===== src/rtl/fb_pkg.sv =====
// Shared frame-buffer constants, write-port FSM states and the pixel-pair word packing helper.
package fb_pkg;

   localparam int H_RES          = 640;
   localparam int V_RES          = 480;
   localparam int WORDS_PER_LINE = 320;
   localparam int FB_WORDS       = WORDS_PER_LINE * V_RES;

   typedef enum logic {
      IDLE  = 1'b0,
      CLEAR = 1'b1
   } fb_wr_state_t;

   // Both pixels of a word get the same colour, which gives the 2-px trail width.
   function automatic logic [15:0] pack_word(input logic [3:0] color);
      return {4'h0, color, 4'h0, color};
   endfunction

endpackage


===== src/rtl/fb_addr_calc.sv =====
// Maps a pixel coordinate to its packed frame-buffer word address and flags whether it is visible.
module fb_addr_calc #(
   parameter int H_RES = fb_pkg::H_RES,
   parameter int V_RES = fb_pkg::V_RES
) (
   input  logic [9:0]  x,
   input  logic [9:0]  y,
   output logic [18:0] address,
   output logic        on_screen
);

   logic [18:0] y_ext;
   logic [18:0] x_word;

   assign y_ext  = {9'd0, y};
   assign x_word = {10'd0, x[9:1]};

   // y*320 as two shifts: y*256 + y*64.
   assign address   = (y_ext << 8) + (y_ext << 6) + x_word;
   assign on_screen = (x < 10'(H_RES)) && (y < 10'(V_RES));

endmodule


===== src/rtl/fb_write_arbiter.sv =====
// Sole owner of the frameRAM write port: round-robin between the two trail writers,
// plus a one-word-per-cycle full-screen clear engine that pre-empts both.
module fb_write_arbiter #(
   parameter int H_RES    = fb_pkg::H_RES,
   parameter int V_RES    = fb_pkg::V_RES,
   parameter int FB_WORDS = (H_RES / 2) * V_RES
) (
   input  logic        Clk,
   input  logic        Reset,
   input  logic        clear_start,
   input  logic [3:0]  clear_color,
   input  logic        blue_req,
   input  logic [9:0]  blue_X,
   input  logic [9:0]  blue_Y,
   input  logic [3:0]  blue_color,
   output logic        blue_ack,
   input  logic        red_req,
   input  logic [9:0]  red_X,
   input  logic [9:0]  red_Y,
   input  logic [3:0]  red_color,
   output logic        red_ack,
   output logic [18:0] write_address,
   output logic [15:0] wr_data,
   output logic        WE,
   output logic        clear_busy,
   output logic        clear_done,
   output logic        drop_err
);
   import fb_pkg::*;

   localparam logic [18:0] CLEAR_END = 19'(FB_WORDS);

   fb_wr_state_t state, state_nxt;
   logic [18:0]  counter, counter_nxt;
   logic         rr_red, rr_red_nxt;
   logic         blue_ack_nxt, red_ack_nxt, we_nxt;
   logic [18:0]  addr_nxt;
   logic [15:0]  data_nxt;
   logic         busy_nxt, done_nxt, drop_nxt;
   logic         blue_elig, red_elig, grant_blue, grant_red;
   logic [18:0]  blue_addr, red_addr;
   logic         blue_on, red_on;

   fb_addr_calc #(.H_RES(H_RES), .V_RES(V_RES)) u_blue_addr (
      .x         (blue_X),
      .y         (blue_Y),
      .address   (blue_addr),
      .on_screen (blue_on)
   );

   fb_addr_calc #(.H_RES(H_RES), .V_RES(V_RES)) u_red_addr (
      .x         (red_X),
      .y         (red_Y),
      .address   (red_addr),
      .on_screen (red_on)
   );

   // A requester whose ack is already out is still holding req from the last grant.
   assign blue_elig = blue_req & ~blue_ack;
   assign red_elig  = red_req & ~red_ack;

   always_comb begin
      state_nxt    = state;
      counter_nxt  = counter;
      rr_red_nxt   = rr_red;
      blue_ack_nxt = 1'b0;
      red_ack_nxt  = 1'b0;
      we_nxt       = 1'b0;
      addr_nxt     = write_address;
      data_nxt     = wr_data;
      busy_nxt     = clear_busy;
      done_nxt     = 1'b0;
      drop_nxt     = drop_err;
      grant_blue   = 1'b0;
      grant_red    = 1'b0;

      case (state)
         IDLE: begin
            if (clear_start) begin
               state_nxt   = CLEAR;
               counter_nxt = 19'd1;
               we_nxt      = 1'b1;
               addr_nxt    = 19'd0;
               data_nxt    = pack_word(clear_color);
               busy_nxt    = 1'b1;
            end else begin
               grant_blue = blue_elig & (~red_elig | ~rr_red);
               grant_red  = red_elig & (~blue_elig | rr_red);
               if (blue_elig && red_elig)
                  rr_red_nxt = grant_blue;

               if (grant_blue) begin
                  blue_ack_nxt = 1'b1;
                  if (blue_on) begin
                     we_nxt   = 1'b1;
                     addr_nxt = blue_addr;
                     data_nxt = pack_word(blue_color);
                  end else begin
                     drop_nxt = 1'b1;
                  end
               end else if (grant_red) begin
                  red_ack_nxt = 1'b1;
                  if (red_on) begin
                     we_nxt   = 1'b1;
                     addr_nxt = red_addr;
                     data_nxt = pack_word(red_color);
                  end else begin
                     drop_nxt = 1'b1;
                  end
               end
            end
         end

         CLEAR: begin
            // counter is the next word to write; reaching FB_WORDS means the last word is out.
            if (counter == CLEAR_END) begin
               state_nxt   = IDLE;
               counter_nxt = 19'd0;
               busy_nxt    = 1'b0;
               done_nxt    = 1'b1;
            end else begin
               we_nxt      = 1'b1;
               addr_nxt    = counter;
               data_nxt    = pack_word(clear_color);
               counter_nxt = counter + 19'd1;
            end
         end

         default: state_nxt = IDLE;
      endcase
   end

   always_ff @(posedge Clk or posedge Reset) begin
      if (Reset) begin
         state         <= IDLE;
         counter       <= 19'd0;
         rr_red        <= 1'b0;
         blue_ack      <= 1'b0;
         red_ack       <= 1'b0;
         WE            <= 1'b0;
         write_address <= 19'd0;
         wr_data       <= 16'd0;
         clear_busy    <= 1'b0;
         clear_done    <= 1'b0;
         drop_err      <= 1'b0;
      end else begin
         state         <= state_nxt;
         counter       <= counter_nxt;
         rr_red        <= rr_red_nxt;
         blue_ack      <= blue_ack_nxt;
         red_ack       <= red_ack_nxt;
         WE            <= we_nxt;
         write_address <= addr_nxt;
         wr_data       <= data_nxt;
         clear_busy    <= busy_nxt;
         clear_done    <= done_nxt;
         drop_err      <= drop_nxt;
      end
   end

endmodule


===== config.mk =====
export PLATFORM = sky130hd
export DESIGN_NAME = fb_write_arbiter
export DESIGN_NICKNAME = d
export VERILOG_FILES = /design/src/rtl/fb_pkg.sv /design/src/rtl/fb_addr_calc.sv /design/src/rtl/fb_write_arbiter.sv
export SDC_FILE = /design/constraint.sdc
export NUM_CORES = 1
export LEC_CHECK = 0
export CAP_MARGIN = 20
export CORE_ASPECT_RATIO = 0.75
export CORE_UTILIZATION = 40
export DETAILED_ROUTE_END_ITERATION = 8
export DONT_BUFFER_PORTS = 1
export PLACE_DENSITY = 0.55
export REMOVE_ABC_BUFFERS = 1
export SETUP_SLACK_MARGIN = 0.3
export SKIP_CTS_REPAIR_TIMING = 1
export SYNTH_ARGS = -nofsm -noshare
export SYNTH_HDL_FRONTEND = slang
export SYNTH_HIERARCHICAL = 1
export SYNTH_SLANG_ARGS = --single-unit
export TNS_END_PERCENT = 5

===== constraint.sdc =====
create_clock -name Clk -period 7.1 [get_ports Clk]
set_input_delay 2.13 -clock Clk [delete_from_list [all_inputs] [get_ports Clk]]
set_output_delay 2.13 -clock Clk [all_outputs]
set_load 0.05 [all_outputs]

# Word level (Yosys, flattened, before mapping)
# Index checks and enable logic that the tools add are counted.
# classes
div,0
n_eq_ne,9
n_mul,0
n_bitwise,13
addsub,5
magnitude_cmp,4
muxes,42
reduce_logical,8
shift,0
# op_table
op,n
$mux 19,8
$mux 16,6
$pmux 19 s2,2
$add 18x16->19,2
$add 19x9->19,2
$pmux 16 s2,1
$mux 1,22
$lt 10x10->1 const B,2
$lt 10x9->1 const B,2
$add 19x1->19 const B,1
$eq 19x18->1 const B,1
$ne 4x4->1 const B,3
$not 1->1,7
$ne 2x2->1 const B,3
$pmux 1 s2,3
$reduce_and 5->1,1
$and 1x1->1,4
$ne 2x1->1 const B,2
$reduce_and 4->1,1
$logic_and 1x1->1,3
$reduce_and 3->1,1
$or 1x1->1,2
$reduce_and 2->1,1
$reduce_bool 2->1,1
# totals
n_memories,0
out_inout_bits,41
elab_cells,92
mem_bits_rw,0
regBits,62
rom_bits,0
latch_bits,0
inputBits,57

# Longest topological paths before layout
# Gate-level depths: netlist of run 1.
# depth
word_depth,9
depth_mapped,12
depth_no_buf,12

# By module
# The synthesis of run 1 kept the hierarchy.
# by_module_without_submodules
mod,area_each_um2,cells_per_inst,seq_area_each_um2,instances
fb_write_arbiter,2999.1,303,1251.2,1
fb_addr_calc (u_blue_addr),698.2,83,0.0,1
fb_addr_calc (u_red_addr),668.1,85,0.0,1

# Worst setup path after synthesis of run 1
# OpenSTA, ideal clock, no wires.
# synth_path
path_type,input to register
from,in red_Y[0]
to,reg write_address[17]
setup_slack_ns,2.568
required_time_ns,6.975
setup_ns,0.125
n_path_buf,0
t_arrival_ns,4.406
cell_stages,11
cell_sequence,fa_1 inv_1 fa_1 nor2b_1 o2111ai_1 a31oi_1 nor3_1 a211o_1 mux2i_1 o21ai_0 mux2_4
# synth_between
elab_chain_len,7
word_cells_on_any_way,11
cone_classes,add/sub (2); order compare (1); eq/ne (1); mux (5); reduce/logical (2)
# synth_lines
item,line,rtl
from (decl),fb_write_arbiter.sv:19,"input logic [9:0] red_Y,"
$add 18x16->19,fb_addr_calc.sv:19,assign address = (y_ext << 8) + (y_ext << 6) + x_word;
$add 19x9->19,fb_addr_calc.sv:19,
net red_addr[17],fb_write_arbiter.sv:41,"logic [18:0] blue_addr, red_addr;"
$mux 19,fb_write_arbiter.sv:103,if (red_on) begin
$mux 19,fb_write_arbiter.sv:101,end else if (grant_red) begin
$mux 19,fb_write_arbiter.sv:92,if (grant_blue) begin
$mux 19,fb_write_arbiter.sv:79,if (clear_start) begin
$pmux 19 s2,fb_write_arbiter.sv:77,case (state)
to (signal assigned),fb_write_arbiter.sv:153,write_address <= addr_nxt;
to (decl),fb_write_arbiter.sv:22,"output logic [18:0] write_address,"
# The timed path passes the listed nets, and every way through them passes these cells. The select of a mux whose other input is x is not followed.
# A chain may end at the register's enable or synchronous reset.

# Worst setup path after layout of run 1
# Same ends and word-level chain as after synthesis.

==> impl_metrics.yaml, run 1 <==
setup_path:
  reg2reg_depth: 6
  worst_ep_arrival_time_ps: 4730
  crit_path_start_kind: "primary input"
  crit_chain: "fa_1 -> inv_1 -> fa_1 -> nor2b_1 -> o2111ai_1 -> a31oi_1 -> nor3_1 -> a211o_1 -> mux2i_1 -> o21ai_0 -> mux2_4"
  cp-end-kind: "flip-flop"
  cp-startpoint: "red_Y[0]"
  critical_path.max_stage_delay_ps: 550
  critical-path-top-cell-by-count: "fa_1"
  worstReg2RegStart: "red_ack"
  cp_max_fo: 2
  cp-endpoint: "write_address[17]"
  criticalPathCategory: "in -> reg"
  reg2reg_slack_ps: 4160
  crit_slowest_cell: "fa_1"
  reg2reg_to: "write_address[2]"
  crit_required_ps: 7270
sta:
  skew_ps: 4.40
  relSlewSlack_pct: 39.5
  period_share_pct: 64.2
  fin_crit_ps: 4560
  max_freq_mhz: 219
  worstMarginPinSlew_ps: 908
  final-setup-viol-count: 0
  final_max_slew_viol_count: 0
  fin_setup_tns_ps: 0
  finalHoldViolCount: 0
  rsz0062_at_grt: "no"
routing:
  ant_nets: 0
  wl_per_cell_um: 16.5
  top_layer: "met4"
  num_vias: 3215
  dr.first_iter.drc_count: 192
  wl_met3_um: 628
  wl_met1_um: 4820
  drt-vias-per-instance: 5.56
  drc_errors: 0
  firstDrtPassIters: 4
  drt-total-wl_um: 9550
  route.met2.wl_um: 4050
flow_run:
  maxCapViolations: 0
power:
  p_total_mw: 1.08
  p_leak_nw: 2.05
  vdd_drop_max_mv: 0.0986
  p_per_area_nw_per_um2: 245
synth:
  synth.distinct_cells: 59
  syn_avg_cell_area_sq_um: 9.27
  synth-edff-count: 0
  synth_ff_type: "dfrtp_1"
  synth.yosys.seq_area_share_pct: 28.7
  synth_warnings: 6
  netlist_instances: 471
  ys_ff_latch: 50
  syn_area_sq_um: 4370
  ys_async_sr_fraction_pct: 100
status:
  status: "finished clean"
floorplan:
  die-height_um: 92.5
  ios: 98
  core_sq_um: 10500
  std_cell_rows: 32
  fp.dieW_um: 123
  start_util_pct: 41.8
  dieArea_sq_um: 11300
layout:
  final_nets: 543
  diodes: 0
  fillers: 1048
  final_area_sq_um: 4400
  final_util_pct: 42.1
  drive_gt1_share_pct: 9.50
  area_growth_pct: 0.688
place:
  place_congestion: 0.817
  place_hpwl_um: 7270
  numPortBuffers: 0
  place_area_sq_um: 4240
clock_network:
  cts_tree: "done"
  htreeDepth: 2
  clk_pin_slew_ps: 60
  clock-sinks: 50
  clock_latency_ps: 290
  cts_buffers: 5
  cts_buffer_depth: 2
  root_buffer: "clkbuf_16"
grt:
  antenna_found_initial: 0
  overflow: 0
  grt_max_degree: 51
  grt_usage_pct: 17.8
  grt_pass1_wl_um: 15800
  grt_pass1_vias: 3138
min_path:
  min_path_type: "reg -> reg"
-- layout by cell type, fill, tap and decap left out, types with 5 or more instances in the layout --
cell	instances
dfrtp_1	50
nand2_1	50
ha_1	40
o21ai_0	34
mux2i_1	24
nand3_1	20
nor2_1	19
mux2_4	19
inv_1	19
a21oi_1	15
xnor2_1	15
nor3_1	13
nor2b_1	8
conb_1	8
a21o_1	7
nand4_1	7
xor2_1	7
a31oi_1	6
and3_1	5
clkbuf_16	5
-- per-stage QoR --
stage / hold slack [ps] / cells / worst slack (ps)
2_1_floorplan: 464 / 432 / 2560
3_5_place_dp: 488 / 570 / 2250
5_1_grt: 517 / 578 / 2370
4_1_cts: 502 / 577 / 2540
6_report: 502 / 578 / 2540
3_3_place_gp: 483 / 570 / 2270
-- worst min-delay path by stage --
| stage | end | cells after the start | startpoint | slack [ps] |
|---|---|---|---|---|
| global route | rr_red | 1 | rr_red | 520 |
| floorplan | rr_red | 1 | rr_red | 460 |
| finish | rr_red | 1 | rr_red | 500 |
| CTS | rr_red | 1 | rr_red | 500 |
| detailed placement | rr_red | 1 | rr_red | 490 |
| global placement | rr_red | 1 | rr_red | 480 |
-- state kept, by name (all words and copies together), names as in the netlist --
signal,cells
wr_data,4
clear_done,1
write_address,19
drop_err,1
clear_busy,1
state,1
red_ack,1
rr_red,1
blue_ack,1
counter,19
WE,1
-- cell type report --
class	count	area (sq um)	area share, %
Multi-Input combinational cell	362	2730	62.1
Inverter	20	75.1	1.71
Timing Repair Buffer	3	35.0	0.797
Clock buffer	7	133	3.02
Sequential cell	50	1250	28.5
Tap cell	136	170	3.87
-- cell families (layout without fill, tap and decap cells) --
family	Yosys count	after routing	share of synthesized area (%)
AO/OA/AOI/OAI	90	90	13.4
buffers and inverters	66	30	9.37
multiplexers	47	47	13.1
XOR/XNOR	22	22	4.41
AND/OR/NAND/NOR	151	151	17.7
flip-flops	50	50	28.7
other	1	8	0.0859
adder cells (fa/ha/maj)	44	44	13.3
-- where the power goes --
part | leakage (nW) | internal [mW] | total (mW) | switching [mW]
logic | 1.38 | 0.156 | 0.308 | 0.152
clock network | 0.0640 | 0.129 | 0.230 | 0.101
registers | 0.607 | 0.342 | 0.540 | 0.198
-- Yosys cell counts, drive strengths merged (2+ instances only) --
master	n	area [sq um]
a211o	3	26.3
a21o	7	52.6
a21oi	16	83.8
a221o	2	20.0
a31oi	7	58.8
and2	2	15.0
and3	5	31.3
and4	3	26.3
buf	34	289
clkbuf	12	45.0
dfrtp	50	1250
fa	4	80.1
ha	40	500
inv	20	75.1
mux2	23	330
mux2i	24	240
nand2	51	194
nand2b	3	18.8
nand3	20	100
nand4	7	43.8
nand4b	3	26.3
nor2	19	71.3
nor2b	9	63.8
nor3	13	65.1
nor4	4	25.0
o2111ai	3	26.3
o21a	4	30.0
o21ai	36	180
o22ai	5	37.5
o311ai	2	17.5
or2	2	12.5
or3	5	36.3
xnor2	15	131
xor2	7	61.3
-- critical path: cells and delay by family --
| kind | cells | cell delay [ps] |
|---|---|---|
| adder cells (fa/ha/maj) | 2 | 1010 |
| AO/OA/AOI/OAI | 4 | 810 |
| AND/OR/NAND/NOR | 2 | 300 |
| multiplexers | 2 | 410 |
| buffers and inverters | 1 | 70 |
-- per-layer routing --
layer | GRT usage, % | vias to the layer above
met3 | 4.50 | 7
met5 | 0 | -
met1 | 25.8 | 1525
met2 | 26.6 | 90
li1 | - | 1593
met4 | 3.05 | 0
Power figures use the tool's default switching activity.
==> inputs of run 2 (changes only) <==
clock period = 4.28 ns   (was 7.1 ns; I/O delays follow)
==> run 2 against run 1 <==
Net effect:
- sequential power grew 66%
- routed wire length up 1.1%
- die area stayed put
- worst hold slack gained 3.5 ps
- critical path type unchanged
- critical endpoint unchanged
- highest routed layer unchanged
==> impl_metrics.yaml, run 2 (same netlist as run 1, synthesis figures left out) <==
sta:
  finalHoldViolCount: 0
  relSlewSlack_pct: 39.6
  period_share_pct: 87.1
  final_max_slew_viol_count: 0
  max_freq_mhz: 268
  skew_ps: 6.12
  final-setup-viol-count: 0
  setup_ws_ps: 552
  fin_setup_tns_ps: 0
  worstMarginPinSlew_ps: 906
  rsz0062_at_grt: "no"
  fin_crit_ps: 3730
floorplan:
  dieArea_sq_um: 11300
  ios: 98
  std_cell_rows: 32
  fp.dieW_um: 123
  die-height_um: 92.5
  core_sq_um: 10500
  start_util_pct: 41.8
clock_network:
  clk_pin_slew_ps: 70
  cts_buffer_depth: 2
  root_buffer: "clkbuf_16"
  clock-sinks: 50
  cts_buffers: 5
  clock_latency_ps: 290
  htreeDepth: 2
  cts_tree: "done"
setup_path:
  crit_path_start_kind: "primary input"
  worst_ep_arrival_time_ps: 3910
  cp_max_fo: 2
  cp-end-kind: "flip-flop"
  criticalPathCategory: "in -> reg"
  reg2reg_slack_ps: 1470
  crit_required_ps: 4460
layout:
  final_cell_mix: "50 x dfrtp_1, 50 x nand2_1, 40 x ha_1"
  area_growth_pct: 1.20
  diodes: 0
  drive_gt1_share_pct: 10.1
  reg_top3: "counter x19, write_address x19, wr_data x4"
  fillers: 1008
  final_nets: 544
routing:
  ant_nets: 0
  drt-vias-per-instance: 5.52
  wl_met1_um: 4950
  drt-total-wl_um: 9650
  num_vias: 3200
  firstDrtPassIters: 4
  route.met2.wl_um: 4060
  dr.first_iter.drc_count: 215
  drc_errors: 0
  top_layer: "met4"
  wl_per_cell_um: 16.6
  wl_met3_um: 565
status:
  status: "finished clean"
grt:
  antenna_found_initial: 0
  grt_pass1_wl_um: 16000
  overflow: 0
  grt_max_degree: 51
  grt_pass1_vias: 3145
  grt_usage_pct: 18.1
power:
  p_per_area_nw_per_um2: 411
  vdd_drop_max_mv: 0.162
  p_leak_nw: 2.07
flow_run:
  maxCapViolations: 0
place:
  place_hpwl_um: 7340
  place_congestion: 0.823
  dp_worst_setup_slack_ps: 275
  numPortBuffers: 0
min_path:
  min_path_type: "reg -> reg"
run 2: worst max-delay path, stage by stage:
cell       delay (ps)
fa_1              550
inv_1              60
fa_1              460
nor2b_1           200
o2111ai_1         170
a31oi_1           340
nor3_1            110
a211o_1           230
mux2i_1           130
o21ai_0            90
mux2_4            280
run 2: cell type report:
class / count / area [sq um] / area share, %
Multi-Input combinational cell: 362 / 2730 / 61.8
Sequential cell: 50 / 1250 / 28.3
Tap cell: 136 / 170 / 3.85
Clock buffer: 7 / 143 / 3.23
Inverter: 20 / 75.1 / 1.70
Timing Repair Buffer: 4 / 42.5 / 0.963
Clock inverter: 1 / 5.00 / 0.113
run 2: worst paths after layout:
kind / from / to / depth (start not counted)
worst max-delay path: red_Y[0] / write_address[17] / 11
worst min-delay path: rr_red / rr_red / 1
worst max register to register: counter[1] / wr_data[10] / 7
worst min register to register: rr_red / rr_red / 1
max in group asynchronous: Reset / counter[0] / 2
min in group asynchronous: Reset / wr_data[3] / 1
run 2: power breakdown:
group / switching (mW) / internal, mW
Clock: 0.176 / 0.232
Combinational: 0.253 / 0.260
Sequential: 0.330 / 0.567
run 2: metrics by stage:
step / std cells / util [%] / power, mW / hold WS, ps / area, sq um
floorplan: 432 / - / 1.29 / 464 / 4060
global placement: 571 / 40.7 / 1.40 / 484 / 4250
detailed placement: 571 / 40.7 / 1.42 / 490 / 4250
CTS: 579 / 42.1 / 1.83 / 503 / 4400
global route: 580 / 42.3 / 1.94 / 531 / 4420
finish: 580 / 42.3 / 1.82 / 505 / 4420
run 2: metal layers:
layer	vias up	track usage (%)
li1	1601	-
met1	1519	26.2
met2	73	26.7
met3	7	4.56
met4	0	3.76
met5	-	0
